--- config.mk ---
export PLATFORM = sky130hd
export DESIGN_NAME = mesh_mix_sequencer
export DESIGN_NICKNAME = d
export VERILOG_FILES = /design/src/rtl/mesh_seq_pkg.sv /design/src/rtl/mesh_dwell_counter.sv /design/src/rtl/mesh_mix_sequencer.sv
export SDC_FILE = /design/constraint.sdc
export NUM_CORES = 1
export LEC_CHECK = 0
export BUFFER_PORTS_ARGS = -buffer_cell sky130_fd_sc_hd__buf_2
export CORE_UTILIZATION = 49
export DETAILED_ROUTE_END_ITERATION = 12
export GPL_TIMING_DRIVEN = 0
export PLACE_DENSITY = 0.76
export SYNTH_ARGS = -nofsm -noshare
export SYNTH_HDL_FRONTEND = slang
export SYNTH_HIERARCHICAL = 1
export SYNTH_SLANG_ARGS = --single-unit
--- constraint.sdc ---
create_clock -name clk -period 3.2 [get_ports clk]
set_input_delay 0.48 -clock clk [delete_from_list [all_inputs] [get_ports clk]]
set_output_delay 0.48 -clock clk [all_outputs]
set_load 0.05 [all_outputs]
--- src/rtl/mesh_seq_pkg.sv ---
// -----------------------------------------------------------------------------
// mesh_seq_pkg
// Shared definitions for the mesh mix sequencer:
//   - default values for the channel count, mesh depth and cycle-count width
//   - the sequencer state enumeration
// -----------------------------------------------------------------------------
package mesh_seq_pkg;

   localparam int N_CH_DEFAULT  = 8;   // inlet/outlet channel count
   localparam int DEPTH_DEFAULT = 3;   // diffmix stages in the mesh
   localparam int CNT_W_DEFAULT = 8;   // width of load/dwell cycle counts

   typedef enum logic [2:0] {
      ST_IDLE  = 3'd0,
      ST_LOAD  = 3'd1,
      ST_MIX   = 3'd2,
      ST_DRAIN = 3'd3,
      ST_DONE  = 3'd4
   } mesh_state_e;

endpackage : mesh_seq_pkg

--- src/rtl/mesh_dwell_counter.sv ---
// -----------------------------------------------------------------------------
// mesh_dwell_counter
// Loadable down-counter used to time every phase of a mix run.
//   clk       in   clock, rising edge
//   rst_n     in   synchronous active-low reset (count cleared to 0)
//   load      in   load load_val on the next edge (0 is loaded as 1)
//   load_val  in   phase length in cycles
//   expired   out  high during the last cycle of the loaded phase
// The count stops at 1 and never wraps; it is reloaded on every phase entry.
// -----------------------------------------------------------------------------
module mesh_dwell_counter #(
   parameter int CNT_W = 8
) (
   input  logic             clk,
   input  logic             rst_n,
   input  logic             load,
   input  logic [CNT_W-1:0] load_val,
   output logic             expired
);

   logic [CNT_W-1:0] count_q;
   logic [CNT_W-1:0] count_d;

   always_comb begin
      count_d = count_q;
      if (load) begin
         // A zero length still occupies one cycle.
         count_d = (load_val == '0) ? CNT_W'(1) : load_val;
      end else if (count_q > CNT_W'(1)) begin
         count_d = count_q - CNT_W'(1);
      end
   end

   always_ff @(posedge clk) begin
      if (!rst_n) begin
         count_q <= '0;
      end else begin
         count_q <= count_d;
      end
   end

   // A phase loaded with N cycles sees count N..1; the cycle at 1 is its last.
   assign expired = (count_q == CNT_W'(1));

endmodule : mesh_dwell_counter

--- src/rtl/mesh_mix_sequencer.sv ---
// -----------------------------------------------------------------------------
// mesh_mix_sequencer
// Sequences one microfluidic mix run: LOAD (inlets open), MIX (one stage gate
// at a time through DEPTH stages), DRAIN (all outlets open), DONE (one pulse).
//   clk           in   clock, rising edge
//   rst_n         in   synchronous active-low reset
//   start         in   request a run (sampled in IDLE only)
//   abort         in   flush a run in LOAD or MIX straight to DRAIN
//   in_mask       in   inlets to open for the run
//   load_cycles   in   LOAD and DRAIN length in cycles (0 treated as 1)
//   dwell_cycles  in   per-stage MIX length in cycles (0 treated as 1)
//   inlet_valve   out  inlet enables, latched mask during LOAD
//   stage_valve   out  one-hot stage gate during MIX
//   outlet_valve  out  all-ones during DRAIN
//   stage_idx     out  current stage + 1 during MIX, else 0
//   busy          out  high outside IDLE
//   done          out  one-cycle pulse in DONE
//   aborted       out  sticky abort flag, valid with done, cleared in IDLE
//   err           out  one-cycle pulse when a start with an empty mask is refused
// All outputs are flops whose next value is derived from the next state, so
// each output is aligned with the state it describes.
// -----------------------------------------------------------------------------
module mesh_mix_sequencer
   import mesh_seq_pkg::*;
#(
   parameter int N_CH  = N_CH_DEFAULT,
   parameter int DEPTH = DEPTH_DEFAULT,
   parameter int CNT_W = CNT_W_DEFAULT
) (
   input  logic                     clk,
   input  logic                     rst_n,
   input  logic                     start,
   input  logic                     abort,
   input  logic [N_CH-1:0]          in_mask,
   input  logic [CNT_W-1:0]         load_cycles,
   input  logic [CNT_W-1:0]         dwell_cycles,
   output logic [N_CH-1:0]          inlet_valve,
   output logic [DEPTH-1:0]         stage_valve,
   output logic [N_CH-1:0]          outlet_valve,
   output logic [$clog2(DEPTH):0]   stage_idx,
   output logic                     busy,
   output logic                     done,
   output logic                     aborted,
   output logic                     err
);

   localparam int STG_W = $clog2(DEPTH) + 1;
   localparam logic [STG_W-1:0] LAST_STAGE = STG_W'(DEPTH - 1);

   // Sequencer state and run context
   mesh_state_e       state_q, state_d;
   logic [N_CH-1:0]   mask_q, mask_d;
   logic [CNT_W-1:0]  load_q, load_d;
   logic [CNT_W-1:0]  dwell_q, dwell_d;
   logic [STG_W-1:0]  stage_q, stage_d;
   logic              aborted_q, aborted_d;

   // Registered outputs
   logic [N_CH-1:0]   inlet_valve_q, inlet_valve_d;
   logic [DEPTH-1:0]  stage_valve_q, stage_valve_d;
   logic [N_CH-1:0]   outlet_valve_q, outlet_valve_d;
   logic [STG_W-1:0]  stage_idx_q, stage_idx_d;
   logic              busy_q, busy_d;
   logic              done_q, done_d;
   logic              err_q, err_d;

   // Shared phase timer
   logic              cnt_load;
   logic [CNT_W-1:0]  cnt_val;
   logic              cnt_expired;

   mesh_dwell_counter #(
      .CNT_W (CNT_W)
   ) u_dwell_counter (
      .clk      (clk),
      .rst_n    (rst_n),
      .load     (cnt_load),
      .load_val (cnt_val),
      .expired  (cnt_expired)
   );

   // Next-state logic. Every phase entry reloads the shared timer.
   always_comb begin
      state_d   = state_q;
      mask_d    = mask_q;
      load_d    = load_q;
      dwell_d   = dwell_q;
      stage_d   = stage_q;
      aborted_d = aborted_q;
      err_d     = 1'b0;
      cnt_load  = 1'b0;
      cnt_val   = load_q;

      case (state_q)
         ST_IDLE: begin
            // start takes priority over abort here; abort has no meaning in IDLE.
            if (start) begin
               if (in_mask != '0) begin
                  state_d  = ST_LOAD;
                  mask_d   = in_mask;
                  load_d   = load_cycles;
                  dwell_d  = dwell_cycles;
                  stage_d  = '0;
                  cnt_load = 1'b1;
                  cnt_val  = load_cycles;
               end else begin
                  err_d = 1'b1;
               end
            end
         end

         ST_LOAD: begin
            if (abort) begin
               state_d   = ST_DRAIN;
               aborted_d = 1'b1;
               cnt_load  = 1'b1;
               cnt_val   = load_q;
            end else if (cnt_expired) begin
               state_d  = ST_MIX;
               stage_d  = '0;
               cnt_load = 1'b1;
               cnt_val  = dwell_q;
            end
         end

         ST_MIX: begin
            if (abort) begin
               state_d   = ST_DRAIN;
               aborted_d = 1'b1;
               cnt_load  = 1'b1;
               cnt_val   = load_q;
            end else if (cnt_expired) begin
               cnt_load = 1'b1;
               if (stage_q == LAST_STAGE) begin
                  state_d = ST_DRAIN;
                  cnt_val = load_q;
               end else begin
                  stage_d = stage_q + STG_W'(1);
                  cnt_val = dwell_q;
               end
            end
         end

         ST_DRAIN: begin
            if (cnt_expired) begin
               state_d = ST_DONE;
            end
         end

         ST_DONE: begin
            state_d = ST_IDLE;
         end

         default: begin
            state_d = ST_IDLE;
         end
      endcase

      // The abort flag only lives for the duration of one run.
      if (state_d == ST_IDLE) begin
         aborted_d = 1'b0;
      end
   end

   // Output decode from the next state: each valve group is nonzero only in
   // its own state, so the groups are mutually exclusive by construction.
   always_comb begin
      inlet_valve_d  = (state_d == ST_LOAD)  ? mask_d : '0;
      outlet_valve_d = (state_d == ST_DRAIN) ? '1     : '0;
      stage_idx_d    = (state_d == ST_MIX)   ? (stage_d + STG_W'(1)) : '0;
      busy_d         = (state_d != ST_IDLE);
      done_d         = (state_d == ST_DONE);
   end

   generate
      for (genvar gi = 0; gi < DEPTH; gi++) begin : g_stage_gate
         assign stage_valve_d[gi] = (state_d == ST_MIX) && (stage_d == STG_W'(gi));
      end
   endgenerate

   always_ff @(posedge clk) begin
      if (!rst_n) begin
         state_q        <= ST_IDLE;
         mask_q         <= '0;
         load_q         <= '0;
         dwell_q        <= '0;
         stage_q        <= '0;
         aborted_q      <= 1'b0;
         inlet_valve_q  <= '0;
         stage_valve_q  <= '0;
         outlet_valve_q <= '0;
         stage_idx_q    <= '0;
         busy_q         <= 1'b0;
         done_q         <= 1'b0;
         err_q          <= 1'b0;
      end else begin
         state_q        <= state_d;
         mask_q         <= mask_d;
         load_q         <= load_d;
         dwell_q        <= dwell_d;
         stage_q        <= stage_d;
         aborted_q      <= aborted_d;
         inlet_valve_q  <= inlet_valve_d;
         stage_valve_q  <= stage_valve_d;
         outlet_valve_q <= outlet_valve_d;
         stage_idx_q    <= stage_idx_d;
         busy_q         <= busy_d;
         done_q         <= done_d;
         err_q          <= err_d;
      end
   end

   assign inlet_valve  = inlet_valve_q;
   assign stage_valve  = stage_valve_q;
   assign outlet_valve = outlet_valve_q;
   assign stage_idx    = stage_idx_q;
   assign busy         = busy_q;
   assign done         = done_q;
   assign aborted      = aborted_q;
   assign err          = err_q;

endmodule : mesh_mix_sequencer

# Yosys cells after proc, flatten, opt, wreduce, memory -nomap -nowiden
# Cells that the tools add are included.
[classes] addsub=3 order_cmp=1 n_eq_ne=11 muxes=38 bitwise_logic=1 n_reduce_logical=17
[ops] operator="$mux 8" n=14
[ops] operator="$mux 3" n=15
[ops] operator="$pmux 8 s3" n=1
[ops] operator="$eq 3x2->1 const B" n=6
[ops] operator="$pmux 3 s4" n=1
[ops] operator="$eq 3x1->1 const B" n=3
[ops] operator="$logic_not 3->1" n=3
[ops] operator="$pmux 3 s3" n=1
[ops] operator="$eq 8x1->1 const B" n=1
[ops] operator="$gt 8x1->1 const B" n=1
[ops] operator="$logic_not 8->1" n=1
[ops] operator="$reduce_bool 8->1" n=1
[ops] operator="$sub 8x1->8 const B" n=1
[ops] operator="$add 3x1->3 const B" n=2
[ops] operator="$reduce_and 2->1" n=3
[ops] operator="$reduce_and 3->1" n=2
[ops] operator="$mux 1" n=5
[ops] operator="$reduce_or 2->1" n=2
[ops] operator="$eq 3x3->1 const B" n=1
[ops] operator="$logic_and 1x1->1" n=3
[ops] operator="$reduce_bool 3->1" n=1
[ops] operator="$pmux 1 s2" n=1
[ops] operator="$reduce_bool 2->1" n=1
[ops] operator="$not 1->1" n=1
[word_totals] reg_bits=64 inputBits=28 output_inout_bits=26 word_cells=85

# Logic depth before layout (Yosys ltp)
# Gate-level depths: netlist of the first run.
[depth] ltp_word=8 ltp_mapped=11 depth_no_buf=11

# By module
# Netlist of the first run, hierarchy kept.
[modules_own_cells] mod="mesh_mix_sequencer" instances=1 cells_each=237 area_per_inst_um2=2092.0 seq_area_each_um2=980.9
[modules_own_cells] mod="mesh_dwell_counter" instances=1 cells_each=58 area_per_inst_um2=505.5 seq_area_each_um2=160.2

# Least setup slack after synthesis of the first run
# Ideal clock, no wire load.
[synth_path] path_type="reg2reg" startpoint="register u_dwell_counter.count_q[2]" endpoint="register u_dwell_counter.count_q[0]" arrival_ns=3.365 required_time_ns=3.122 slack_ns=-0.242 path_stages_with_launch=11 path_buffers=0 cell_sequence="dfxtp_1 -> or4_4 -> nor4b_1 -> nor3b_2 -> nand2_1 -> o2bb2ai_2 -> a221o_1 -> or4_1 -> nor4_1 -> o31ai_1 -> nor3_1"
[synth_between] elab_chain_cells=7 elab_cells_between_ends=14 classes_between="1 x order compare; 1 x eq/ne; 10 x mux; 2 x reduce/logical"
[synth_rtl] item="from (decl)" line_no="mesh_dwell_counter.sv:21" rtl="logic [CNT_W-1:0] count_q;"
[synth_rtl] item="from (signal assigned)" line_no="mesh_dwell_counter.sv:38" rtl="count_q <= count_d;"
[synth_rtl] item="$eq 8x1->1 (*)" line_no="mesh_dwell_counter.sv:43" rtl="assign expired = (count_q == CNT_W'(1));"
[synth_rtl] item="via cnt_expired" line_no="mesh_mix_sequencer.sv:70" rtl="logic cnt_expired;"
[synth_rtl] item="$mux 8, on equally long branches" line_no="mesh_mix_sequencer.sv:132, mesh_mix_sequencer.sv:118"
[synth_rtl] item="$mux 8, on equally long branches" line_no="mesh_mix_sequencer.sv:127, mesh_mix_sequencer.sv:113"
[synth_rtl] item="$pmux 8 s3 (*)" line_no="mesh_mix_sequencer.sv:94" rtl="case (state_q)"
[synth_rtl] item="via cnt_val[4]" line_no="mesh_mix_sequencer.sv:69" rtl="logic [CNT_W-1:0] cnt_val;"
[synth_rtl] item="$logic_not 8->1 (*)" line_no="mesh_dwell_counter.sv:28" rtl="count_d = (load_val == '0) ? CNT_W'(1) : load_val;"
[synth_rtl] item="$mux 8 (*)" line_no="mesh_dwell_counter.sv:28"
[synth_rtl] item="$mux 8 (*)" line_no="mesh_dwell_counter.sv:26" rtl="if (load) begin"
# Mark *: on every way through the listed nets, which the timed path passes. The rest lies on a longest branch.
# A chain may end at the register's enable or synchronous reset.

# Worst setup path in the final report of the first run
[layout_path] startpoint="register u_dwell_counter.count_q[3]" endpoint="register u_dwell_counter.count_q[0]"
# Same word-level chain as after synthesis.

==> results of run 1 <==
==> flip-flops by register name, indices dropped and copies added (netlist names) <==
| signal | cells |
|---|---|
| stage_idx | 3 |
| dwell_q | 8 |
| stage_q | 3 |
| u_dwell_counter/count_q | 8 |
| state_q | 3 |
| stage_valve | 3 |
| inlet_valve | 8 |
| outlet_valve | 1 |
| aborted | 1 |
| load_q | 8 |
| mask_q | 8 |
| done | 1 |
| busy | 1 |
| err | 1 |
==> cell type report <==
cell class / count / area share (%)
clock buffer: 11 / 4.32
clock inverter: 4 / 0.611
inverter: 10 / 1.15
multi-input combinational: 206 / 42.3
sequential: 57 / 34.9
timing repair buffer: 63 / 10.4
buffer: 22 / 3.63
tap: 70 / 2.67
==> layout by cell type (no fill, tap or decap), drive strengths merged, types with 2 or more instances in the layout <==
| cell | Yosys | final |
|---|---|---|
| dfxtp | 57 | 57 |
| a211oi | 3 | 3 |
| a21oi | 24 | 24 |
| nor2b | 7 | 7 |
| o21a | 4 | 4 |
| inv | 10 | 10 |
| ha | 8 | 8 |
| buf | 17 | 80 |
| nor4 | 4 | 4 |
| o21ai | 6 | 6 |
| nor4b | 3 | 3 |
| or4 | 6 | 6 |
| nor2 | 25 | 25 |
| xnor2 | 4 | 4 |
| nand4 | 2 | 2 |
| or3b | 2 | 2 |
| nor3 | 7 | 7 |
| a221o | 8 | 8 |
| and2 | 10 | 10 |
| nor3b | 5 | 5 |
| o31ai | 7 | 7 |
| nand3 | 5 | 5 |
| clkinv | 0 | 4 |
| nand2 | 41 | 41 |
| a22oi | 8 | 8 |
| nand2b | 3 | 3 |
| a32o | 2 | 2 |
| clkbuf | 5 | 16 |
| xor2 | 2 | 2 |
==> stage by stage <==
step,std cells,hold slack (ns),power (W),setup WS (ns)
finish,443,0.374,0.00248,-0.0410
global route,443,0.370,0.00263,-0.103
CTS,440,0.372,0.00244,-0.0512
detailed placement,418,0.447,0.00182,-0.419
global placement,418,0.442,0.00180,-0.372
floorplan,295,0.436,0.00162,0.0324
==> critical path, stage by stage (launching register included) <==
cell and delay, ns:
dfxtp_2 0.34, or4_4 0.55, nor4b_4 0.35, nor3b_4 0.30, nand2_2 0.12, o2bb2ai_4 0.18, a221o_1 0.37, or4_4 0.56
nor4_4 0.15, o31ai_2 0.09, nor3_1 0.17
==> path summary, 6_finish.rpt <==
path | start | endpoint | slack, ns
min reg2reg | load_q[4] | load_q[4] | 0.46
max reg2reg | u_dwell_counter/count_q[3] | u_dwell_counter/count_q[0] | -0.04
max | u_dwell_counter/count_q[3] | u_dwell_counter/count_q[0] | -0.04
min | dwell_cycles[5] | dwell_q[5] | 0.37
==> cells by family (layout without fill, tap and decap cells) <==
| logic type | count (synthesis) | count (layout) | share of synthesized area [%] |
|---|---|---|---|
| compound gates | 70 | 70 | 19.1 |
| buf+inv | 32 | 110 | 6.02 |
| simple gates | 122 | 122 | 25.1 |
| fa+ha+maj | 8 | 8 | 3.85 |
| xor+xnor | 6 | 6 | 2.02 |
| flops | 57 | 57 | 43.9 |
==> power groups by stage <==
stage	Combinational [W]	Clock, W	Sequential (W)
floorplan	0.000648	0	0.000971
global placement	0.000884	0	0.000913
detailed placement	0.000899	0	0.000916
CTS	0.000962	0.000570	0.000904
global route	0.00110	0.000607	0.000919
finish	0.00101	0.000563	0.000908
==> per-layer routing <==
layer | share of wire, % | GRT usage [%] | routed length (µm)
met5 | 0 | 0 | 0
met4 | 2.1 | 11.3 | 132
met3 | 4.8 | 6.96 | 303
met2 | 47 | 37.4 | 2970
met1 | 46 | 30.1 | 2940
==> timing repair <==
action                                  4_1_cts  5_1_grt
hold buffers                                  0        0
pin swaps                                     6        9
resized for setup                             3        9
cloned                                        0        0
endpoints found under the setup margin        2        2
setup buffers                                 7        3
==> summary.md, run 1 <==
| Metric | Value |
|---|---|
| Status | complete, but fails checks |
| Failing checks | setup timing |
| Seq cells post-synth | 57 |
| Final Hold Viols | 0 |
| Worst Hold Class | in -> reg |
| CTS H-Tree Depth | 3 |
| Drt total wl | roughly 6300 µm |
| Largest area contributor in the netlist | dfxtp_1 |
| DR pass1 iterations | 4 |
| Cell area after synthesis | 2600 µm² |
| GPL Wtd Cong | between 0.8 and 0.9 |
| Total GRT Usage | 23.8% |
| DRC viols | 0 |
| Critical path arrival | 3.51 ns |
| # diodes | 0 |
| Synth cell types | 47 |
| Sw power | 0.000955 W |
| RSZ-0062 raised after global routing | true |
| Die Y | ~75 µm |
| FF/Latch Area | 1140 µm² |
| Final setup violation count | 1 |
| Slew Viols, Final | 0 |
| Initial antenna violation count | 0 |
| Rel. slew slack | 58.1% |
| DIE AREA | 5600 µm² |
| Via count | 2400 |
| Net Count, Synth | 331 |
| Post-synth EDFFs | 0 |
| Required @ worst endpoint | 3.47 ns |
| CTS Sinks | 57 |
| Die X | about 75 µm |
| Ys async rst share | 0% |
| Num ports | 54 |
| Fin Setup TNS | -0.0410 ns |
| GRT overflow | 0 |
| Clk pwr share | 22.7% |
| Hold depth | 3 |
| Core ar. | 5110 µm² |
| Critical Path End Type | register |
| DRT iter0 DRCs | around 170 |
| Design area | roughly 3300 µm² |
| Fillers | approximately 460 |
| Final Core Density | 64.1% |
| Most common cell in the netlist | dfxtp_1 |
| Port bufs | 53 |
| Synth Flop Type | dfxtp_1 |
| Post-Syn Area per Cell | slightly below 9 µm² |
| Setup Crit Path Kind | reg -> reg |
| Setup ws final | -0.0410 ns |
| Root buf cell | clkbuf_8 |
| Sequential area share after synthesis | 43.9% |
| FF-to-FF path depth | 10 |
| Sw Ratio | 38.4% |
| Leak pwr | 1.42 nW |
| Final min period | 3.24 ns |
| Synth warn | 6 |
| Worst-path clk slew | 0.07 ns |
| CP Max Fanout | 8 |
| Maxcap violations | 0 |
| Worst-margin pin slew | 0.625 ns |
| WL per Instance | about 14 µm |
| Post-DP HPWL | 4230 µm |
| Synth top area cells | dfxtp_1, nand2_1, a21oi_1, ha_1, nor2_1 |
| Share of the synthesized area in the top cell type | between 40% and 50% |
| Worst Skew | 0.00770 ns |
| Longest Clk Path Bufs | 2 |
| Pint | 0.00153 W |
| Worst-Skew Late Latency | about 0.34 ns |
| Flop pwr share | ~37% |
| First-pass GRT wire length | between 9000 and 10000 µm |
| Vias/cell | approximately 5.4 |
| Startpoint Class | register |
| CTS buffer count | 9 |
| Post-synth top cells | dfxtp_1, nand2_1, nor2_1 |
| Layout cells sized above 1 | 30.3% |
| Pwr dens | roughly 760 nW/µm² |
| ANT nets after route | 0 |
| CTS tree | built |
| Mapped Cells | 295 |
| Final #Nets | 405 |
| Initial Util | 50.9% |
| Multi-input combinational cell area | approximately 1400 µm² |
| Crit share post-route | 101% |
| Largest net degree at the start of global routing | 11 |
| Vias in the first global route | between 2k and 2.5k |
| Gate power share | 40.8% |
| Worst vdd ir | 428 µV |
| Rows | 26 |
| Layout area overhead | 26.1% |
| Fmax | 309 MHz |
| Post-placement cell area | slightly below 3000 µm² |
Power figures use the tool's default switching activity.
==> run 2, diff against run 1 <==
REMOVE_ABC_BUFFERS = 1   (was default)
==> summary.md, run 2 (same netlist as run 1, synthesis figures left out) <==
| Metric | Value |
|---|---|
| Failing checks | setup timing |
| Critical Path End Type | register |
| DR pass1 iterations | 5 |
| Initial Util | 50.9% |
| DRC viols | 0 |
| CP Max Fanout | 8 |
| Worst vdd ir | around 500 µV |
| Layout area overhead | 24.0% |
| Vias in the first global route | between 2k and 2.5k |
| Setup Crit Path Kind | reg -> reg |
| Layout cells sized above 1 | 27.6% |
| CTS Sinks | 57 |
| Most frequent cells in the layout | dfxtp_1, buf_2, nand2_1 |
| Largest net degree at the start of global routing | 31 |
| Worst Hold Class | in -> reg |
| Post-DP HPWL | ~3700 µm |
| Commonest non-fill, non-tap cell in the layout | dfxtp_1 |
| Final min period | ~3.2 ns |
| Fin Setup TNS | -0.00904 ns |
| GRT overflow | 0 |
| Core ar. | 5110 µm² |
| # diodes | 0 |
| Rows | 26 |
| RSZ-0062 raised after global routing | true |
| FF/Latch Area | 1140 µm² |
| Via count | between 2k and 2.5k |
| DIE AREA | 5600 µm² |
| Num ports | 54 |
| Status | complete, but fails checks |
| Die Y | 74.8 µm |
| Drt total wl | between 5000 and 6000 µm |
| Rel. slew slack | between 30% and 40% |
| Leak pwr | 1.38 nW |
| Longest Clk Path Bufs | 2 |
| Startpoint Class | register |
| Maxcap violations | 0 |
| ANT nets after route | 0 |
| Largest stage delay on the critical path | 0.58 ns |
| DRT iter0 DRCs | 131 |
| Design area | 3220 µm² |
| Multi-input combinational cell area | 1390 µm² |
| Pwr dens | 796 nW/µm² |
| WL per Instance | 13.9 µm |
| Die X | roughly 75 µm |
| Crit-path most repeated cell | or4_4 |
| Worst-path clk slew | 0.06 ns |
| Required @ worst endpoint | 3.46 ns |
| CTS buffer count | 9 |
| Final Hold Viols | 0 |
| Total GRT Usage | a little under a quarter |
| Port bufs | 53 |
| Vias/cell | 5.57 |
| Fmax | 312 MHz |
| Worst Skew | around 0.0065 ns |
| Slew Viols, Final | 0 |
| GPL Wtd Cong | 0.887 |
| Critical path cell sequence | or4_4 > nor4b_4 > nor3b_4 > nand2_2 > o2bb2ai_4 > a221o_1 > or4_4 > nor4_4 > o31ai_1 > nor3_1 |
| CTS H-Tree Depth | 3 |
| Fillers | between 400 and 500 |
| Placement Setup Slack | -0.854 ns |
| First-pass GRT wire length | ~9600 µm |
| Final setup violation count | 1 |
| CTS tree | built |
| Worst-margin pin slew | 0.938 ns |
| Initial antenna violation count | 0 |
| Root buf cell | clkbuf_8 |
| Slowest CP cell | or4_4 |
| Crit share post-route | 100% |
| Hold_ws | around 0.38 ns |
| Worst-Skew Late Latency | 0.34 ns |
| Critical path arrival | between 3 and 4 ns |
| Post-placement cell area | 2840 µm² |
| Setup ws final | -0.00904 ns |
| Hold Buf Count CTS | 0 |
| Final #Nets | between 300 and 400 |
-- run 2: cell count changes in the layout (fill, tap and decap cells not counted), sizes merged --
cell      change
buf          -18
clkbuf        -5
bufinv        +2
clkinv        -2
clkinvlp      +1
-- run 2: final cells by class --
| class | count | share of cell area (%) |
|---|---|---|
| Tap cell | 70 | 2.72 |
| Clock buffer | 11 | 4.70 |
| Sequential cell | 57 | 35.5 |
| Clock inverter | 5 | 2.41 |
| Inverter | 10 | 1.17 |
| Multi-Input combinational cell | 206 | 43.2 |
| Timing Repair Buffer | 62 | 10.3 |
-- run 2: timing repair --
action / 4_1_cts / 5_1_grt
setup endpoints to repair: 13 / 2
resized for setup: 9 / 5
setup buffers: 2 / 7
pin swaps: 5 / 2
hold endpoints to repair: 0 / 0
-- run 2: power breakdown --
part	switching, W	leakage, nW	internal, W	total (W)
combinational	0.000520	0.794	0.000364	0.000884
sequential	0.000104	0.466	0.000810	0.000913
clock	0.000289	0.115	0.000478	0.000766
total	0.000912	1.38	0.00165	0.00256
-- run 2: path summary, 6_finish.rpt --
path	end	slack, ns	from	cells after the start
worst min register to register	dwell_q[0]	0.46	dwell_q[0]	2
worst max-delay path	u_dwell_counter/count_q[0]	-0.009	u_dwell_counter/count_q[5]	10
worst max register to register	u_dwell_counter/count_q[0]	-0.009	u_dwell_counter/count_q[5]	10
worst min-delay path	dwell_q[4]	0.38	dwell_cycles[4]	3
-- run 2: critical path, delay by kind of cell (launching register included) --
family          cells  cell delay, ns
simple gates        7            2.17
flops               1            0.34
compound gates      3            0.64
-- run 2: metrics by stage --
stage	std cells	power, W	utilization [%]
2_1_floorplan	273	0.00151	-
3_3_place_gp	396	0.00166	55.4
3_5_place_dp	396	0.00168	55.6
4_1_cts	414	0.00250	61.6
5_1_grt	421	0.00270	63.1
6_report	421	0.00256	63.1
-- run 2: metal layers --
layer | wire [µm] | global-route usage, % | share of wire [%] | up-vias
met2 | 2770 | 35.6 | 47 | 71
li1 | - | - | - | 1143
met4 | 86 | 11.7 | 1.5 | 0
met3 | 269 | 5.49 | 4.6 | 9
met5 | 0 | 0 | 0 | -
met1 | 2730 | 29.7 | 47 | 1120
